`config.mk`:
```
export PLATFORM = sky130hd
export DESIGN_NAME = hsv_pipe_arbiter_flat
export DESIGN_NICKNAME = d
export VERILOG_FILES = /design/src/rtl/hsv_pipe_arbiter_pkg.sv /design/src/rtl/hsv_pipe_arbiter_if.sv /design/src/rtl/hsv_tag_delay.sv /design/src/rtl/hsv_pipe_arbiter.sv /design/src/flat_wrapper.sv
export SDC_FILE = /design/constraint.sdc
export NUM_CORES = 1
export LEC_CHECK = 0
export ABC_AREA = 0
export CORE_MARGIN = 2
export CORE_UTILIZATION = 45
export CTS_CLUSTER_SIZE = 16
export DETAILED_ROUTE_END_ITERATION = 12
export PLACE_DENSITY = 0.66
export SLEW_MARGIN = 20
export SYNTH_ARGS = -nofsm -noshare
export SYNTH_HDL_FRONTEND = slang
export SYNTH_SLANG_ARGS = --single-unit
```
`constraint.sdc`:
```
create_clock -name clock -period 2.5 [get_ports clock]
set_input_delay 0.5 -clock clock [delete_from_list [all_inputs] [get_ports clock]]
set_output_delay 0.5 -clock clock [all_outputs]
set_load 0.05 [all_outputs]
```
`src/rtl/hsv_pipe_arbiter_pkg.sv`:
```
// Shared constants and tracking record for the rgb2hsv pipeline arbiter.
// Channel widths and the default core latency live here so the core wrapper and arbiter agree.
package hsv_pkg;

    localparam int unsigned HSV_PIPE_LAT = 22;
    localparam int unsigned HSV_CH_W     = 8;
    localparam int unsigned HSV_PIX_W    = 3 * HSV_CH_W;
    localparam int unsigned HSV_TAG_W    = 20;

    // Default-width form of the per-sample tracking record.
    typedef struct packed {
        logic                 valid;
        logic                 id;
        logic [HSV_TAG_W-1:0] tag;
    } hsv_trk_t;

endpackage

```
`src/rtl/hsv_pipe_arbiter_if.sv`:
```
// Requester, core and result signals of the rgb2hsv pipeline arbiter.
// master is the arbiter side; slave is the surrounding system (requesters, core, consumer).
interface hsv_pipe_arbiter_if
    import hsv_pkg::*;
#(
    parameter int unsigned TAG_W = HSV_TAG_W,
    parameter int unsigned CNT_W = 5
);

    logic                 pause;
    logic                 req0_valid;
    logic                 req0_ready;
    logic [HSV_PIX_W-1:0] req0_rgb;
    logic [TAG_W-1:0]     req0_tag;
    logic                 req1_valid;
    logic                 req1_ready;
    logic [HSV_PIX_W-1:0] req1_rgb;
    logic [TAG_W-1:0]     req1_tag;
    logic [HSV_CH_W-1:0]  core_r, core_g, core_b;
    logic [HSV_CH_W-1:0]  core_h, core_s, core_v;
    logic                 out_valid;
    logic                 out_id;
    logic [TAG_W-1:0]     out_tag;
    logic [HSV_PIX_W-1:0] out_hsv;
    logic [CNT_W-1:0]     in_flight;
    logic                 idle;

    modport master (
        input  pause, req0_valid, req0_rgb, req0_tag, req1_valid, req1_rgb, req1_tag,
               core_h, core_s, core_v,
        output req0_ready, req1_ready, core_r, core_g, core_b,
               out_valid, out_id, out_tag, out_hsv, in_flight, idle
    );

    modport slave (
        output pause, req0_valid, req0_rgb, req0_tag, req1_valid, req1_rgb, req1_tag,
               core_h, core_s, core_v,
        input  req0_ready, req1_ready, core_r, core_g, core_b,
               out_valid, out_id, out_tag, out_hsv, in_flight, idle
    );

endinterface

```
`src/rtl/hsv_tag_delay.sv`:
```
// Fixed-depth shift register with synchronous clear; carries sample metadata
// alongside the non-stallable rgb2hsv core.
module hsv_tag_delay #(
    parameter int unsigned DEPTH = 23,
    parameter int unsigned WIDTH = 22
) (
    input  logic             clk,
    input  logic             clr,
    input  logic [WIDTH-1:0] din,
    output logic [WIDTH-1:0] dout
);

    logic [WIDTH-1:0] stage_q [DEPTH];
    logic [WIDTH-1:0] stage_d [DEPTH];

    always_comb begin
        stage_d[0] = din;
        for (int unsigned i = 1; i < DEPTH; i++) begin
            stage_d[i] = stage_q[i-1];
        end
    end

    always_ff @(posedge clk) begin
        if (clr) begin
            for (int unsigned i = 0; i < DEPTH; i++) begin
                stage_q[i] <= '0;
            end
        end else begin
            stage_q <= stage_d;
        end
    end

    assign dout = stage_q[DEPTH-1];

endmodule

```
`src/rtl/hsv_pipe_arbiter.sv`:
```
// Round-robin share of one fixed-latency rgb2hsv core between the camera stream (0)
// and the colour-probe sampler (1); results return tagged with owner and tag, in issue order.
module hsv_pipe_arbiter
    import hsv_pkg::*;
#(
    parameter int unsigned PIPE_LAT = HSV_PIPE_LAT,
    parameter int unsigned TAG_W    = HSV_TAG_W,
    parameter int unsigned CNT_W    = 5
) (
    input  logic               clock,
    input  logic               reset,
    hsv_pipe_arbiter_if.master bus
);

    typedef struct packed {
        logic             valid;
        logic             id;
        logic [TAG_W-1:0] tag;
    } trk_t;

    logic                 grant0, grant1, xfer;
    logic                 last_grant_q, last_grant_d;
    logic [HSV_PIX_W-1:0] core_rgb_q, core_rgb_d;
    trk_t                 trk_in, trk_tail;
    logic                 out_valid_q, out_valid_d;
    logic                 out_id_q, out_id_d;
    logic [TAG_W-1:0]     out_tag_q, out_tag_d;
    logic [HSV_PIX_W-1:0] out_hsv_q, out_hsv_d;
    logic [CNT_W-1:0]     in_flight_q, in_flight_d;

    // Grant uses only valids, pause and the pointer, so neither ready loops through the other.
    always_comb begin
        grant0 = 1'b0;
        grant1 = 1'b0;
        if (!reset && !bus.pause) begin
            if (bus.req0_valid && bus.req1_valid) begin
                grant0 = last_grant_q;
                grant1 = !last_grant_q;
            end else begin
                grant0 = bus.req0_valid;
                grant1 = bus.req1_valid;
            end
        end
    end

    assign xfer           = grant0 || grant1;
    assign bus.req0_ready = grant0;
    assign bus.req1_ready = grant1;

    always_comb begin
        last_grant_d = xfer ? grant1 : last_grant_q;
        core_rgb_d   = '0;
        trk_in       = '0;
        if (xfer) begin
            core_rgb_d   = grant1 ? bus.req1_rgb : bus.req0_rgb;
            trk_in.valid = 1'b1;
            trk_in.id    = grant1;
            trk_in.tag   = grant1 ? bus.req1_tag : bus.req0_tag;
        end
    end

    hsv_tag_delay #(
        .DEPTH (PIPE_LAT + 1),
        .WIDTH ($bits(trk_t))
    ) u_trk (
        .clk  (clock),
        .clr  (reset),
        .din  (trk_in),
        .dout (trk_tail)
    );

    always_comb begin
        out_valid_d = trk_tail.valid;
        out_id_d    = out_id_q;
        out_tag_d   = out_tag_q;
        out_hsv_d   = out_hsv_q;
        if (trk_tail.valid) begin
            out_id_d  = trk_tail.id;
            out_tag_d = trk_tail.tag;
            out_hsv_d = {bus.core_h, bus.core_s, bus.core_v};
        end
        in_flight_d = in_flight_q;
        if (xfer && !trk_tail.valid) begin
            in_flight_d = in_flight_q + CNT_W'(1);
        end else if (!xfer && trk_tail.valid) begin
            in_flight_d = in_flight_q - CNT_W'(1);
        end
    end

    always_ff @(posedge clock) begin
        if (reset) begin
            last_grant_q <= 1'b1;
            core_rgb_q   <= '0;
            out_valid_q  <= 1'b0;
            out_id_q     <= 1'b0;
            out_tag_q    <= '0;
            out_hsv_q    <= '0;
            in_flight_q  <= '0;
        end else begin
            last_grant_q <= last_grant_d;
            core_rgb_q   <= core_rgb_d;
            out_valid_q  <= out_valid_d;
            out_id_q     <= out_id_d;
            out_tag_q    <= out_tag_d;
            out_hsv_q    <= out_hsv_d;
            in_flight_q  <= in_flight_d;
        end
    end

    assign {bus.core_r, bus.core_g, bus.core_b} = core_rgb_q;
    assign bus.out_valid = out_valid_q;
    assign bus.out_id    = out_id_q;
    assign bus.out_tag   = out_tag_q;
    assign bus.out_hsv   = out_hsv_q;
    assign bus.in_flight = in_flight_q;
    assign bus.idle      = (in_flight_q == '0) && !xfer;

endmodule

```
`src/flat_wrapper.sv`:
```
// flat-port wrapper written by rule: the top's interface ports become plain ports
module hsv_pipe_arbiter_flat import hsv_pkg::*;
#(
    parameter int unsigned PIPE_LAT = HSV_PIPE_LAT,
    parameter int unsigned TAG_W    = HSV_TAG_W,
    parameter int unsigned CNT_W    = 5
)
  (clock, reset, bus_pause, bus_req0_valid, bus_req0_rgb, bus_req0_tag, bus_req1_valid, bus_req1_rgb, bus_req1_tag, bus_core_h, bus_core_s, bus_core_v, bus_req0_ready, bus_req1_ready, bus_core_r, bus_core_g, bus_core_b, bus_out_valid, bus_out_id, bus_out_tag, bus_out_hsv, bus_in_flight, bus_idle);
  hsv_pipe_arbiter_if #(.TAG_W(TAG_W), .CNT_W(CNT_W)) bus_i ();
  input  logic clock;
  input  logic reset;
  input wire logic [$bits(bus_i.pause)-1:0] bus_pause;
  input wire logic [$bits(bus_i.req0_valid)-1:0] bus_req0_valid;
  input wire logic [$bits(bus_i.req0_rgb)-1:0] bus_req0_rgb;
  input wire logic [$bits(bus_i.req0_tag)-1:0] bus_req0_tag;
  input wire logic [$bits(bus_i.req1_valid)-1:0] bus_req1_valid;
  input wire logic [$bits(bus_i.req1_rgb)-1:0] bus_req1_rgb;
  input wire logic [$bits(bus_i.req1_tag)-1:0] bus_req1_tag;
  input wire logic [$bits(bus_i.core_h)-1:0] bus_core_h;
  input wire logic [$bits(bus_i.core_s)-1:0] bus_core_s;
  input wire logic [$bits(bus_i.core_v)-1:0] bus_core_v;
  output wire logic [$bits(bus_i.req0_ready)-1:0] bus_req0_ready;
  output wire logic [$bits(bus_i.req1_ready)-1:0] bus_req1_ready;
  output wire logic [$bits(bus_i.core_r)-1:0] bus_core_r;
  output wire logic [$bits(bus_i.core_g)-1:0] bus_core_g;
  output wire logic [$bits(bus_i.core_b)-1:0] bus_core_b;
  output wire logic [$bits(bus_i.out_valid)-1:0] bus_out_valid;
  output wire logic [$bits(bus_i.out_id)-1:0] bus_out_id;
  output wire logic [$bits(bus_i.out_tag)-1:0] bus_out_tag;
  output wire logic [$bits(bus_i.out_hsv)-1:0] bus_out_hsv;
  output wire logic [$bits(bus_i.in_flight)-1:0] bus_in_flight;
  output wire logic [$bits(bus_i.idle)-1:0] bus_idle;
  assign bus_i.pause = bus_pause;
  assign bus_i.req0_valid = bus_req0_valid;
  assign bus_i.req0_rgb = bus_req0_rgb;
  assign bus_i.req0_tag = bus_req0_tag;
  assign bus_i.req1_valid = bus_req1_valid;
  assign bus_i.req1_rgb = bus_req1_rgb;
  assign bus_i.req1_tag = bus_req1_tag;
  assign bus_i.core_h = bus_core_h;
  assign bus_i.core_s = bus_core_s;
  assign bus_i.core_v = bus_core_v;
  assign bus_req0_ready = bus_i.req0_ready;
  assign bus_req1_ready = bus_i.req1_ready;
  assign bus_core_r = bus_i.core_r;
  assign bus_core_g = bus_i.core_g;
  assign bus_core_b = bus_i.core_b;
  assign bus_out_valid = bus_i.out_valid;
  assign bus_out_id = bus_i.out_id;
  assign bus_out_tag = bus_i.out_tag;
  assign bus_out_hsv = bus_i.out_hsv;
  assign bus_in_flight = bus_i.in_flight;
  assign bus_idle = bus_i.idle;
  hsv_pipe_arbiter #(.PIPE_LAT(PIPE_LAT), .TAG_W(TAG_W), .CNT_W(CNT_W)) u_core (.clock(clock), .reset(reset), .bus(bus_i));
endmodule
```
==> flow_metrics.env <==
export IMPL_maxCapViolations=0
export IMPL_slew_headroom_pct=39.8
export IMPL_die_height_um=195
export IMPL_place_area_mm2=0.0187
export IMPL_vias=8590
export IMPL_hold_viol_final=0
export IMPL_seqPwrFrac_pct=51.6
export IMPL_start_kind="flop"
export IMPL_layout_setup_ws_ps=136
export IMPL_nets=1635
export IMPL_syn_area_mm2=0.0163
export IMPL_yosysWarnings=0
export IMPL_clock_root_buffer="clkbuf_16"
export IMPL_ios=195
export IMPL_outcome="completed"
export IMPL_ys_seq_area_share_pct=71.3
export IMPL_drive_gt1_share_pct=7.01
export IMPL_setup_tns_ps=0
export IMPL_crit_fanout=5
export IMPL_synth_area_leaders="dfxtp_1 (71%), nor2b_1 (19%), mux2i_1 (2.8%)"
export IMPL_drt_iter0_drc=269
export IMPL_start_util_pct=45.8
export IMPL_htreeDepth=2
export IMPL_grt_pass1_vias=7615
export IMPL_cp_end_kind="output port"
export IMPL_insertion_delay_ps=580
export IMPL_ctsHoldBuffers=0
export IMPL_clk_pin_slew_ps=60
export IMPL_fmax_mhz=423
export IMPL_fin_crit_ps=2360
export IMPL_path_class="reg2out"
export IMPL_pwr_share_comb_pct=3.6
export IMPL_vdd_drop_max_mv=0.528
export IMPL_hold_path_class="in2reg"
export IMPL_arrival_ps=1860
export IMPL_areaGrowthSynthToFinish_pct=25.8
export IMPL_gp_congestion=0.739
export IMPL_vias_per_cell=4.26
export IMPL_dp_hpwl_mm=11.0
export IMPL_power_switching_mw=3.62
export IMPL_slowest_stage="clkdlybuf4s50_1"
export IMPL_grt_pass1_wl_mm=34.4
export IMPL_dp_cells=1916
export IMPL_grt_overflow=0
export IMPL_synth_top_area_cell="dfxtp_1"
export IMPL_slew_viol_final=0
export IMPL_ant_nets=0
export IMPL_post_place_ws_ps=-315
export IMPL_clkPwrFrac_pct=44.8
export IMPL_cts_setup_buffers=0
export IMPL_syn_area_per_cell_um2=12.4
export IMPL_crit_buf_inv=1
export IMPL_fp_dieW_um=195
export IMPL_skew_ps=16.1
export IMPL_instances_no_fill=2017
export IMPL_cts_buffers=56
export IMPL_syn_inst=1319
export IMPL_power_density_mw_per_mm2=882
export IMPL_synthArstFlopShare_pct=0
export IMPL_internal_power_mw=14.5
export IMPL_path_depth=1
export IMPL_num_rows=69
export IMPL_yosysUniqueCellTypes=34
export IMPL_clockBufferDepth=3
export IMPL_crit_family="buffers and inverters"
export IMPL_antenna_found_initial=0
export IMPL_synth_edff_count=0
export IMPL_rsz0062_at_grt="false"
export IMPL_cp_required_ps=2000
export IMPL_ys_top_cells_by_count="dfxtp_1 (582), nor2b_1 (485), clkbuf_1 (54), nor2_1 (54), mux2i_1 (46)"
export IMPL_ys_flop_type="dfxtp_1"
export IMPL_drt_pass1_iter_count=4
export IMPL_core_mm2=0.0357
export IMPL_wirelength_mm=20.3
export IMPL_hold_path_startpoint="reset"
export IMPL_postLayoutCellArea_mm2=0.0206
export IMPL_startpoint="u_core.bus.in_flight[0]"
export IMPL_grt_max_degree=242
export IMPL_syn_num_nets=1441
export IMPL_r2r_start="u_core.u_trk.dout[21]"
export IMPL_min_period_over_period_pct=94.6
export IMPL_tritoncts="done"
export IMPL_ys_seq_elements=582
export IMPL_die_area_mm2=0.0379
export IMPL_drc=0
export IMPL_io_buffers=194
export IMPL_setup_violations=0
export IMPL_whs_ps=323
export IMPL_max_stage_delay_ps=850
export IMPL_antenna_cells=0
export IMPL_switching_share_pct=20.0
export IMPL_fill_cells=2925
export IMPL_synth_top_area_share_pct=71.3
export IMPL_grt_total_usage_pct=10.7
export IMPL_crit_path_cell_trace="clkdlybuf4s50_1"
export IMPL_cts_resized=0
export IMPL_numClockSinks=582
export IMPL_hold_depth=4
export IMPL_yosysMostFrequentCell="dfxtp_1"
export IMPL_leakage_nw=7.95
export IMPL_wire_per_inst_um=10.1
export IMPL_worstMarginPinSlew_ps=902
export IMPL_r2r_cells=8
==> layout make-up <==
class | instances | area (um^2) | share of cell area [%]
Inverter | 2 | 7.51 | 0.0365
Multi-Input combinational cell | 660 | 4350 | 21.1
Clock buffer | 91 | 1700 | 8.29
Clock inverter | 10 | 136 | 0.663
Sequential cell | 582 | 11700 | 56.7
Timing Repair Buffer | 211 | 2140 | 10.4
Tap cell | 461 | 577 | 2.80
==> cells in the final DEF, fill, tap and decap left out, types with 2 or more instances in the layout <==
master and n:
clkbuf_16 57, ha_1 4, nor2_1 54, clkdlybuf4s50_1 190
clkbuf_1 19, mux2i_1 46, a21oi_1 4, a22o_1 44
inv_1 2, inv_16 2, buf_12 6, nand2b_1 2
bufinv_16 2, clkinv_2 4, clkbuf_8 15, nor2b_1 485
o21a_1 2, dfxtp_1 581, buf_4 14
==> final timing paths <==
| check | to | slack, ps |
|---|---|---|
| hold / removal | u_core.u_trk.stage_d[483] | 320 |
| hold reg to reg | u_core.u_trk.stage_d[420] | 420 |
| setup reg to reg | u_core.bus.in_flight[3] | 470 |
| setup / recovery | bus_in_flight[0] | 140 |
==> metrics by stage <==
stage	util [%]	power, mW
2_1_floorplan	-	9.90
3_3_place_gp	52.5	10.2
3_5_place_dp	52.5	10.2
4_1_cts	57.7	18.5
5_1_grt	57.7	18.9
6_report	57.7	18.1
==> per-layer routing <==
layer	vias up	global-route usage, %	part of all wire, %
met5	-	0	0
met4	0	5.44	3.3
met3	56	3.16	5.7
met2	168	18.1	47
met1	3873	12.2	44
li1	4493	-	-
==> state kept, by name (all words and copies together), names as in the netlist <==
register and count:
u_core.bus.out_valid 1, u_core.bus.out_hsv 24, u_core.last_grant_q 1, u_core.core_rgb_q 24
u_core.bus.out_tag 20, u_core.bus.in_flight 5, u_core.bus.out_id 1, u_core.u_trk.stage_d 484
u_core.u_trk.dout 22
==> kinds of logic after synthesis <==
kind of cell,Yosys count,share of synthesized area [%]
AOI/OAI and AO/OA,55,2.86
xor gates and xnor gates,2,0.107
adders and majority gates,5,0.429
buffers and inverters,77,2.15
DFF,582,71.3
muxes,47,2.89
and+or+nand+nor,551,20.3
==> power groups by stage <==
| stage | logic (mW) | clock network, mW | registers, mW |
|---|---|---|---|
| 6_report | 0.644 | 8.13 | 9.36 |
| 5_1_grt | 0.695 | 8.87 | 9.36 |
| 4_1_cts | 0.655 | 8.45 | 9.36 |
| 3_5_place_dp | 0.653 | 0 | 9.57 |
| 3_3_place_gp | 0.639 | 0 | 9.56 |
| 2_1_floorplan | 0.252 | 0 | 9.65 |
==> worst reg2reg max path: cells and delay by family (launching register included) <==
kind / cells / cell delay (ps)
AOI/OAI and AO/OA: 2 / 400
adders and majority gates: 2 / 480
buffers and inverters: 2 / 230
DFF: 1 / 330
and+or+nand+nor: 2 / 540
No activity file was read; power rests on OpenSTA's default activity.
